## config.mk

```make
export PLATFORM = sky130hd
export DESIGN_NAME = dma_copy
export DESIGN_NICKNAME = d
export VERILOG_FILES = /design/src/rtl/dma_copy_pkg.sv /design/src/rtl/dma_copy.sv
export SDC_FILE = /design/constraint.sdc
export NUM_CORES = 1
export LEC_CHECK = 0
export ABC_AREA = 1
export BUFFER_PORTS_ARGS = -buffer_cell sky130_fd_sc_hd__buf_2
export CAP_MARGIN = 20
export CORE_ASPECT_RATIO = 0.6
export CORE_UTILIZATION = 30
export DETAILED_ROUTE_END_ITERATION = 8
export PLACE_DENSITY = 0.58
export SYNTH_ARGS = -nofsm -noshare
export SYNTH_HDL_FRONTEND = slang
export SYNTH_SLANG_ARGS = --single-unit
```

## constraint.sdc

```tcl
create_clock -name clk -period 2.2 [get_ports clk]
set_input_delay 0.11 -clock clk [delete_from_list [all_inputs] [get_ports clk]]
set_output_delay 0.11 -clock clk [all_outputs]
set_load 0.005 [all_outputs]
```

## src/rtl/dma_copy_pkg.sv

```systemverilog
// dma_copy_pkg: shared definitions for the word-copy DMA engine.
//   - fabric decode window (dma_base_addr .. dma_top_addr)
//   - register offsets within the window
//   - CTRL/STATUS bit positions
//   - copy FSM state type
//   - byte-lane merge helper for strobed register writes
package dma_copy_pkg;

  localparam logic [31:0] dma_base_addr = 32'h0200_0000;
  localparam logic [31:0] dma_top_addr  = 32'h0200_000F;

  localparam logic [3:0] DMA_SRC  = 4'h0;
  localparam logic [3:0] DMA_DST  = 4'h4;
  localparam logic [3:0] DMA_LEN  = 4'h8;
  localparam logic [3:0] DMA_CTRL = 4'hC;

  // CTRL write side: start / done W1C / error W1C / ie
  localparam int unsigned CTRL_START = 0;
  localparam int unsigned CTRL_DONE  = 1;
  localparam int unsigned CTRL_ERROR = 2;
  localparam int unsigned CTRL_IE    = 3;
  // STATUS read side: busy shares bit 0 with start
  localparam int unsigned CTRL_BUSY  = 0;

  // IDLE must stay the all-zero encoding: the reset constant is a zero fill.
  typedef enum logic [2:0] {
    IDLE,
    RREQ,
    RWAIT,
    WREQ,
    WWAIT
  } dma_state_type;

  function automatic logic [31:0] merge_bytes(input logic [31:0] old_val,
                                              input logic [31:0] new_val,
                                              input logic [3:0]  strb);
    logic [31:0] res;
    res = old_val;
    for (int unsigned i = 0; i < 4; i++) begin
      if (strb[i]) res[8*i +: 8] = new_val[8*i +: 8];
    end
    return res;
  endfunction

endpackage

```

## src/rtl/dma_copy.sv

```systemverilog
// dma_copy: word-copy DMA engine.
//   Responder port (dma_*): register file SRC/DST/LEN/CTRL, base-relative
//     address, dma_ready one cycle after dma_valid, read data sampled in the
//     valid cycle.
//   Initiator port (mem_*): one outstanding request at a time; reads a word
//     from src, writes it to dst, repeated LEN times. mem_valid is a one-cycle
//     pulse, mem_wstrb 0000 for reads and 1111 for writes.
//   dma_irq: done & ie.
//   rst is synchronous, active low.
module dma_copy
  import dma_copy_pkg::*;
#(
  parameter int unsigned timeout_cycles = 1024,
  parameter int unsigned len_width      = 16
) (
  input  logic        rst,
  input  logic        clk,
  input  logic        dma_valid,
  input  logic        dma_instr,
  input  logic [31:0] dma_addr,
  input  logic [31:0] dma_wdata,
  input  logic [3:0]  dma_wstrb,
  output logic [31:0] dma_rdata,
  output logic        dma_ready,
  output logic        mem_valid,
  output logic        mem_instr,
  output logic [31:0] mem_addr,
  output logic [31:0] mem_wdata,
  output logic [3:0]  mem_wstrb,
  input  logic [31:0] mem_rdata,
  input  logic        mem_ready,
  output logic        dma_irq
);

  localparam int unsigned TW = $clog2(timeout_cycles + 1);
  localparam logic [TW-1:0] TLAST = TW'(timeout_cycles - 1);

  typedef struct packed {
    dma_state_type        state;
    logic [31:0]          src;
    logic [31:0]          dst;
    logic [len_width-1:0] len;
    logic                 ie;
    logic                 busy;
    logic                 done;
    logic                 error;
    logic [31:0]          wsrc;
    logic [31:0]          wdst;
    logic [len_width-1:0] cnt;
    logic [TW-1:0]        timer;
    logic                 dma_ready;
    logic [31:0]          dma_rdata;
    logic                 mem_valid;
    logic [31:0]          mem_addr;
    logic [31:0]          mem_wdata;
    logic [3:0]           mem_wstrb;
  } reg_type;

  localparam reg_type init_reg = '0;

  reg_type r, v;

  logic [3:0]  off;
  logic        in_range;
  logic        reg_wr;
  logic [31:0] rd_val;
  logic [31:0] len_wr;

  logic unused_ok;
  assign unused_ok = &{1'b0, dma_instr, dma_addr[1:0]};

  always_comb begin
    v        = r;
    off      = {dma_addr[3:2], 2'b00};
    in_range = (dma_addr[31:4] == '0);
    reg_wr   = dma_valid && in_range && (dma_wstrb != '0);
    len_wr   = merge_bytes(32'(r.len), dma_wdata, dma_wstrb);
    rd_val   = '0;

    case (off)
      DMA_SRC:  rd_val = r.src;
      DMA_DST:  rd_val = r.dst;
      DMA_LEN:  rd_val = 32'(r.len);
      DMA_CTRL: rd_val = {28'd0, r.ie, r.error, r.done, r.busy};
      default:  rd_val = '0;
    endcase

    v.dma_ready = dma_valid;
    v.dma_rdata = (dma_valid && in_range) ? rd_val : '0;
    v.mem_valid = 1'b0;

    // Register writes come first so that a hardware set of done/error
    // further down overrides a same-cycle W1C from the CPU.
    if (reg_wr) begin
      case (off)
        DMA_SRC: if (!r.busy) v.src = merge_bytes(r.src, dma_wdata, dma_wstrb) & ~32'h3;
        DMA_DST: if (!r.busy) v.dst = merge_bytes(r.dst, dma_wdata, dma_wstrb) & ~32'h3;
        DMA_LEN: if (!r.busy) v.len = len_wr[len_width-1:0];
        DMA_CTRL: begin
          if (dma_wstrb[0]) begin
            v.ie = dma_wdata[CTRL_IE];
            if (dma_wdata[CTRL_DONE])  v.done  = 1'b0;
            if (dma_wdata[CTRL_ERROR]) v.error = 1'b0;
            if (dma_wdata[CTRL_START] && !r.busy) begin
              v.error = 1'b0;
              if (r.len == '0) begin
                v.done = 1'b1;
              end else begin
                v.done      = 1'b0;
                v.busy      = 1'b1;
                v.wsrc      = r.src;
                v.wdst      = r.dst;
                v.cnt       = r.len;
                v.state     = RREQ;
                v.mem_valid = 1'b1;
                v.mem_addr  = r.src;
                v.mem_wstrb = '0;
              end
            end
          end
        end
        default: ;
      endcase
    end

    // mem_valid/mem_addr/mem_wstrb are loaded on the transition into
    // RREQ/WREQ so the registered outputs line up with those states.
    case (r.state)
      RREQ: begin
        v.state = RWAIT;
        v.timer = '0;
      end
      RWAIT: begin
        if (mem_ready) begin
          v.state     = WREQ;
          v.mem_valid = 1'b1;
          v.mem_addr  = r.wdst;
          v.mem_wdata = mem_rdata;
          v.mem_wstrb = '1;
        end else if (r.timer == TLAST) begin
          v.state = IDLE;
          v.busy  = 1'b0;
          v.error = 1'b1;
          v.done  = 1'b1;
        end else begin
          v.timer = r.timer + 1'b1;
        end
      end
      WREQ: begin
        v.state = WWAIT;
        v.timer = '0;
      end
      WWAIT: begin
        if (mem_ready) begin
          v.wsrc = r.wsrc + 32'd4;
          v.wdst = r.wdst + 32'd4;
          v.cnt  = r.cnt - 1'b1;
          if (r.cnt == len_width'(1)) begin
            v.state = IDLE;
            v.busy  = 1'b0;
            v.done  = 1'b1;
          end else begin
            v.state     = RREQ;
            v.mem_valid = 1'b1;
            v.mem_addr  = r.wsrc + 32'd4;
            v.mem_wstrb = '0;
          end
        end else if (r.timer == TLAST) begin
          v.state = IDLE;
          v.busy  = 1'b0;
          v.error = 1'b1;
          v.done  = 1'b1;
        end else begin
          v.timer = r.timer + 1'b1;
        end
      end
      default: ;
    endcase
  end

  always_ff @(posedge clk) begin
    if (!rst) r <= init_reg;
    else      r <= v;
  end

  assign dma_rdata = r.dma_rdata;
  assign dma_ready = r.dma_ready;
  assign mem_valid = r.mem_valid;
  assign mem_instr = 1'b0;
  assign mem_addr  = r.mem_addr;
  assign mem_wdata = r.mem_wdata;
  assign mem_wstrb = r.mem_wstrb;
  assign dma_irq   = r.done & r.ie;

endmodule

```

==> key figures, run 1 <==
Worst setup path
  – R2r endpoint: r[158]$_SDFF_PN0_
  – Startpoint Class: register
  – FF-to-FF setup slack: 0.07 ns
  – CP Max Fanout: 8
  – WP data required: approximately 2.7 ns
  – Reg-to-reg critical path startpoint: r[141]$_SDFF_PN0_
  – Worst Setup End Kind: register
  – CP Data Arrival Time: 2.60 ns
  – WS Path Type: reg2reg
  – R2r worst-path depth: 5

STA
  – Least-Margin Pin Slew: around 0.84 ns
  – RSZ-0062 raised after global routing: no
  – Final setup vio count: 0
  – Setup TNS: 0 ns
  – Hold Fails Final Rpt: 0
  – Fin crit period: 2.13 ns
  – Max-slew violations: 0
  – Clock Skew: ~0.021 ns
  – Final period utilization: 96.7%
  – Worst slew margin: 43.8%
  – Fmax: approximately 0.47 GHz

Yosys
  – Cell taking the most area after synthesis: dfxtp_1
  – Yosys warns: 0
  – Syn nets: 2,321
  – Post-synthesis mux area share: 0%
  – Adder-Cell Fraction of Synth Area: less than 1%
  – Sequential share of the synthesized area: 37.1%
  – Synth top area share: 37.1%
  – Synth Area in Compound Gates: 18.5%
  – Register bit total from synthesis: 276
  – Async set-reset flop share out of synthesis: 0%
  – Post-synth EDFFs: 0
  – XOR/XNOR share of the synthesized area: 0.941%
  – Cell count after synthesis: about 2.2k
  – Synth Cell Area: 14,900 µm²
  – Unique cell type count in the Yosys netlist: 49
  – Simple-gate share of the synthesized area: a little over a quarter
  – Largest family of logic cells by synthesized area: simple AND/OR/NAND/NOR gates
  – Main synth FF type: dfxtp_1
  – Synth top area cells: dfxtp_1 37%, nand2_1 11%, inv_1 7.1%
  – Syn avg cell area: 6.73 µm²

Clocking
  – H-tree Lvls: 1
  – Total CTS buffers: 30
  – Clk Latency, worst-skew pair: 0.59 ns
  – CTS sink cnt: 276
  – Max clock buf depth: 3
  – Reg clk slew, reported paths: 0.07 ns
  – CTS root buf: clkbuf_16
  – CTS tree: built

GRT
  – GRT Util Overall: roughly a fifth
  – Antenna violations before repair: 0
  – Largest net degree at the start of global routing: between 90 and 100
  – Vias in the first global route: 13.6k
  – Grt total ovfl: 0
  – First-pass GRT wire length: 78,100 µm

Placed design
  – GPL Wtd Cong: ~0.95
  – I/O Buffers: 204
  – Dpl hpwl: approximately 38,000 µm

Hold path
  – Hold Path Cell Cnt: 5
  – Min-delay src: dma_addr[3]
  – Hold Path Sink: dma_rdata[7]$_SDFF_PN0_
  – Worst Hold Class: in2reg

Power
  – Maximum vdd ir drop: 604 µV
  – PD cells: 640 nW/µm²
  – P_leak: 8.11 nW

Route
  – Drt via density: 4.87
  – DRT iter0 DRCs: 1,296
  – Via count: ~15k
  – Number of remaining DRC errors: 0
  – Antenna viol nets, final: 0
  – TritonRoute pass-1 iters: 6
  – Final wirelength: 51,000 µm
  – Drt wl/cell: 16.7 µm

Final layout
  – Register area: 5530 µm²
  – Commonest non-fill, non-tap cell in the layout: nand2_1
  – Nets@finish: approximately 2.5k
  – ANT cells: 0
  – Layout cells sized above 1: 16.9%
  – Footprint of the multi-input gates: a little over 7000 µm²
  – Filler cells: around 5.2k
  – Most frequent cells in the layout: 450 x nand2_1, 280 x inv_1, 276 x dfxtp_1
  – Util after Layout: 37.2%
  – Area delta synth->final: 21.0%

Floorplanning
  – Rows: 62
  – Die area: approximately 51,000 µm²
  – Die Y: 175 µm
  – Total core area: 48,400 µm²
  – Starting Density: 30.7%
  – IO Count: 209
  – Width of the die: 290 µm

Outcome
  – Outcome: finished clean

Flow run
  – Max-Cap Viols: 0
cells in the mapped netlist (2+ instances only):
library cell  count
o21ai_0         121
nand3_1         137
o21a_1           61
buf_4           109
a21oi_2          19
nor2_1          248
or2_0             3
nand2_1         451
a21oi_1         182
o22ai_1           2
nand2_4           8
xnor2_1           4
a221oi_1          3
inv_2             7
a22oi_1           4
nor2_8            2
buf_1             8
o31ai_1           3
clkinv_1          3
dfxtp_1         276
a31oi_1          15
nand2_2           4
clkbuf_1         53
or2_2             4
o211ai_1         10
inv_1           280
buf_2            23
o21ai_1          38
a21o_1            4
ha_1              5
xor2_1           12
a211oi_1          2
buf_6             9
nor4_1            4
nand4_1          33
o21bai_1         11
nand3b_1          3
nor2_2           14
nor3_1           25
nor3_4            2
timing repair:
item	CTS	global route
setup endpoints to repair	0	23
endpoints found under the hold margin	118	0
hold buffers	67	0
resized for setup	0	9
buffers inserted	0	1
state kept, by name, summed over array words and instances (netlist names):
| name | flops |
|---|---|
| mem_addr | 32 |
| mem_wdata | 32 |
| mem_valid | 1 |
| mem_wstrb | 4 |
| dma_ready | 1 |
| r | 174 |
| dma_rdata | 32 |
through the flow:
stage / power, mW / instance area, µm² / instances / hold slack [ns] / setup slack (ns)
after floorplan: 5.48 / 14900 / 2211 / 0.203 / 0.582
after global placement: 5.71 / 16200 / 2930 / 0.333 / 0.155
after detailed placement: 5.72 / 16200 / 2930 / 0.340 / 0.139
after CTS: 11.7 / 18000 / 3053 / 0.0300 / 0.111
after global routing: 12.0 / 18000 / 3054 / 0.0665 / 0.00585
final: 11.5 / 18000 / 3054 / 0.0612 / 0.0729
layer usage:
metal  routed length (µm)  up-vias  track usage [%]
met3                 3790       70             4.49
met4                 1260        0             4.95
li1                     -     7356                -
met2                21000      468             28.4
met5                    0        -                0
met1                24900     6972             29.4
critical path, cell delays in order, from the launching register on:
cell	delay, ns
dfxtp_1	0.49
nand2_1	0.19
nor4_1	0.72
nand4_1	0.33
a21oi_1	0.20
a21oi_1	0.08
where the power goes:
part | leakage, nW | internal (mW) | switching, mW
registers | 2.22 | 5.04 | 0.0236
clock network | 0.550 | 3.47 | 2.34
logic | 5.33 | 0.265 | 0.382
total | 8.11 | 8.78 | 2.74
logic make-up (layout without fill, tap and decap cells):
kind of cell             after synthesis  after routing
other                                  1              1
flip-flops                           276            276
adder cells (fa/ha/maj)                5              5
AND/OR/NAND/NOR                      943            943
AO/OA/AOI/OAI                        478            478
XOR/XNOR                              16             16
buffers and inverters                492            695
cell type report:
| class | count | share of cell area (%) |
|---|---|---|
| clock buffers | 34 | 4.47 |
| well taps | 640 | 4.45 |
| clock inverters | 22 | 1.79 |
| multi-input cells | 1443 | 39.2 |
| flip-flops and latches | 276 | 30.7 |
| inverters | 290 | 6.07 |
| repair buffers | 349 | 13.4 |
worst max-delay path by stage:
| stage | endpoint | cells after the start | slack [ns] | startpoint |
|---|---|---|---|---|
| 2_1_floorplan | r[106]$_SDFFE_PN0P_ | 11 | 0.58 | r[102]$_SDFFE_PN0P_ |
| 3_3_place_gp | r[115]$_SDFF_PN0_ | 12 | 0.16 | r[204]$_SDFFE_PN0P_ |
| 3_5_place_dp | r[159]$_SDFF_PN0_ | 10 | 0.14 | r[132]$_SDFF_PN0_ |
| 4_1_cts | r[159]$_SDFF_PN0_ | 10 | 0.11 | r[132]$_SDFF_PN0_ |
| 5_1_grt | r[115]$_SDFF_PN0_ | 12 | 0.006 | r[201]$_SDFFE_PN0P_ |
| 6_report | r[158]$_SDFF_PN0_ | 5 | 0.07 | r[141]$_SDFF_PN0_ |
No activity file was read; power rests on OpenSTA's default activity.
==> run 2, diff against run 1 <==
Settings changed: PLACE_DENSITY 0.58 to 0.43.
==> run 2 against run 1 <==
Effect of this change:
- design area fell by 0.10%
- clock skew rose by 0.0056 ns
- critical path depth rose by 1
- core utilization barely moved
- die area did not move
- via count fell by 1.9%
- register-to-register slack got worse by 0.04 ns
- fmax fell by 1.7%
- hold slack got worse by 0.011 ns
- sequential cell count did not move
- global-route usage rose by 1.1 points
- setup slack got worse by 0.036 ns
- largest cell class unchanged
==> key figures, run 2 (synthesis gave the netlist of run 1 again) <==
STA
  – Final period utilization: 98.3% (+1.6 points)
  – Setup ws final: 0.0369 ns (-0.0360 ns)
  – Hold Fails Final Rpt: 0 (unchanged)
  – Clock Skew: 0.0269 ns (+0.00561 ns)
  – Fmax: 0.462 GHz (-1.7%)
  – Final setup vio count: 0 (unchanged)
  – Fin crit period: 2.16 ns (+0.0360 ns)
  – Hold_ws: 0.0500 ns (-0.0112 ns)
  – Worst slew margin: 46.1% (+2.3 points)
  – Least-Margin Pin Slew: 0.808 ns (-0.0273 ns)
  – Setup TNS: 0 ns (unchanged)
  – Max-slew violations: 0 (unchanged)

Floorplanning
  – Total core area: 48,400 µm² (unchanged)
  – Starting Density: 30.7% (unchanged)
  – Rows: 62 (unchanged)
  – Width of the die: 290 µm (unchanged)
  – Die area: 50,500 µm² (unchanged)
  – IO Count: 209 (unchanged)
  – Die Y: 175 µm (unchanged)

Power
  – P_leak: 8.07 nW (-0.43%)
  – Tot Pwr: 11.3 mW (-1.8%)
  – PD cells: 629 nW/µm² (-1.7%)
  – Maximum vdd ir drop: 633 µV (+4.7%)

Hold path
  – Worst Hold Class: in2reg

Route
  – Antenna viol nets, final: 0 (unchanged)
  – TritonRoute pass-1 iters: 5 (-1)
  – Number of remaining DRC errors: 0 (unchanged)
  – Final wirelength: 53,700 µm (+5.3%)
  – Wire length on met3: 3060 µm (-19%)
  – Metal-1 WL: 27,400 µm (+10%)
  – Drt wl/cell: 17.6 µm (+5.5%)
  – Via count: 14.6k (-1.9%)
  – Uppermost layer routed: met4
  – DRT iter0 DRCs: 1,061 (-18%)
  – Drt via density: 4.79 (-1.7%)
  – Metal2 WL: 22,100 µm (+5.0%)

Final layout
  – Cell area after layout: 18,000 µm² (-0.10%)
  – Nets@finish: 2,494 (-0.24%)
  – Filler cells: 5,258 (+1.8%)
  – Commonest non-fill, non-tap cell in the layout: nand2_1
  – Area delta synth->final: 20.9%
  – Max reg flops: 174 (unchanged)
  – Most frequent cells in the layout: 450 x nand2_1, 280 x inv_1, 276 x dfxtp_1
  – Layout cells sized above 1: 16.7% (-0.16 points)
  – Largest Register: r
  – ANT cells: 0 (unchanged)
  – Footprint of the multi-input gates: 7070 µm² (+0.25%)
  – Register area: 5530 µm² (unchanged)

Outcome
  – Outcome: finished clean

Clocking
  – H-tree Lvls: 1 (unchanged)
  – CTS root buf: clkbuf_16
  – Clk Latency, worst-skew pair: 0.61 ns (+0.02 ns)
  – Reg clk slew, reported paths: 0.06 ns (about the same)
  – Total CTS buffers: 31 (+3.3%)
  – CTS tree: built
  – CTS sink cnt: 276 (unchanged)
  – Max clock buf depth: 3 (unchanged)

Placed design
  – Dpl hpwl: 38,800 µm (+2.8%)
  – Place WS: 0.0551 ns (-0.0842 ns)
  – DP Area: 16,200 µm² (about the same)
  – I/O Buffers: 204 (unchanged)
  – GPL Wtd Cong: 0.916 (-3.6%)

GRT
  – GRT Util Overall: 20.9% (+1.1 points)
  – Largest net degree at the start of global routing: 70 (-26%)
  – Grt total ovfl: 0 (unchanged)
  – Antenna violations before repair: 0 (unchanged)
  – First-pass GRT wire length: 80,900 µm (+3.6%)
  – Vias in the first global route: 13.3k (-2.1%)

Worst setup path
  – Worst Setup End Kind: register
  – CP Max Fanout: 6 (-2)
  – Startpoint Class: register
  – WS Path Type: reg2reg
  – FF-to-FF setup slack: 0.04 ns (-0.04 ns)
  – CP Data Arrival Time: 2.64 ns (+0.04 ns)
  – WP data required: 2.68 ns (about the same)

Flow run
  – Max-Cap Viols: 0 (unchanged)
-- run 2: cell count changes in the layout (fill, tap and decap cells not counted), sizes merged --
cell         change
clkbuf           +8
buf              -7
clkinv           -6
bufinv           -4
clkinvlp         +2
dlygate4sd3      -1
inv              +1
-- run 2: path summary, 6_finish.rpt --
path	to	cells past startpoint	startpoint
setup / recovery	r[158]$_SDFF_PN0_	6	r[139]$_SDFF_PN0_
hold / removal	dma_rdata[15]$_SDFF_PN0_	5	dma_addr[3]
hold reg to reg	r[162]$_SDFFE_PN0P_	2	r[162]$_SDFFE_PN0P_
setup reg to reg	r[158]$_SDFF_PN0_	6	r[139]$_SDFF_PN0_
-- run 2: metrics by stage --
step / util [%] / std cells
2_1_floorplan: - / 2211
3_3_place_gp: 33.4 / 2923
3_5_place_dp: 33.4 / 2923
4_1_cts: 37.0 / 3045
5_1_grt: 37.2 / 3047
6_report: 37.2 / 3047
-- run 2: area by class of cell --
| cell class | instances | area share, % |
|---|---|---|
| clock buffers | 41 | 4.97 |
| well taps | 640 | 4.45 |
| multi-input cells | 1443 | 39.3 |
| clock inverters | 15 | 1.05 |
| repair buffers | 342 | 13.4 |
| inverters | 290 | 6.09 |
| flip-flops and latches | 276 | 30.7 |
-- run 2: where the power goes --
group          switching [mW]  internal (mW)
sequential             0.0226           5.04
combinational           0.386          0.265
clock                    2.38           3.22
-- run 2: critical path, stage by stage (launching register included) --
cell and delay, ns:
dfxtp_1 0.50, nand2_1 0.14, nor4_1 0.65, buf_4 0.22, nand4_1 0.24, a21oi_1 0.21
a21oi_1 0.07
-- run 2: per-layer routing --
| layer | vias to the layer above | global-route usage (%) |
|---|---|---|
| li1 | 7371 | - |
| met1 | 6791 | 32.7 |
| met2 | 359 | 29.7 |
| met3 | 59 | 2.83 |
| met4 | 0 | 4.45 |
| met5 | - | 0 |
-- run 2: what timing repair did --
action	4_1_cts	5_1_grt
setup endpoints to repair	0	76
buffers inserted	0	1
gates resized for setup	0	13
hold buffers	66	0
hold endpoints to repair	113	0
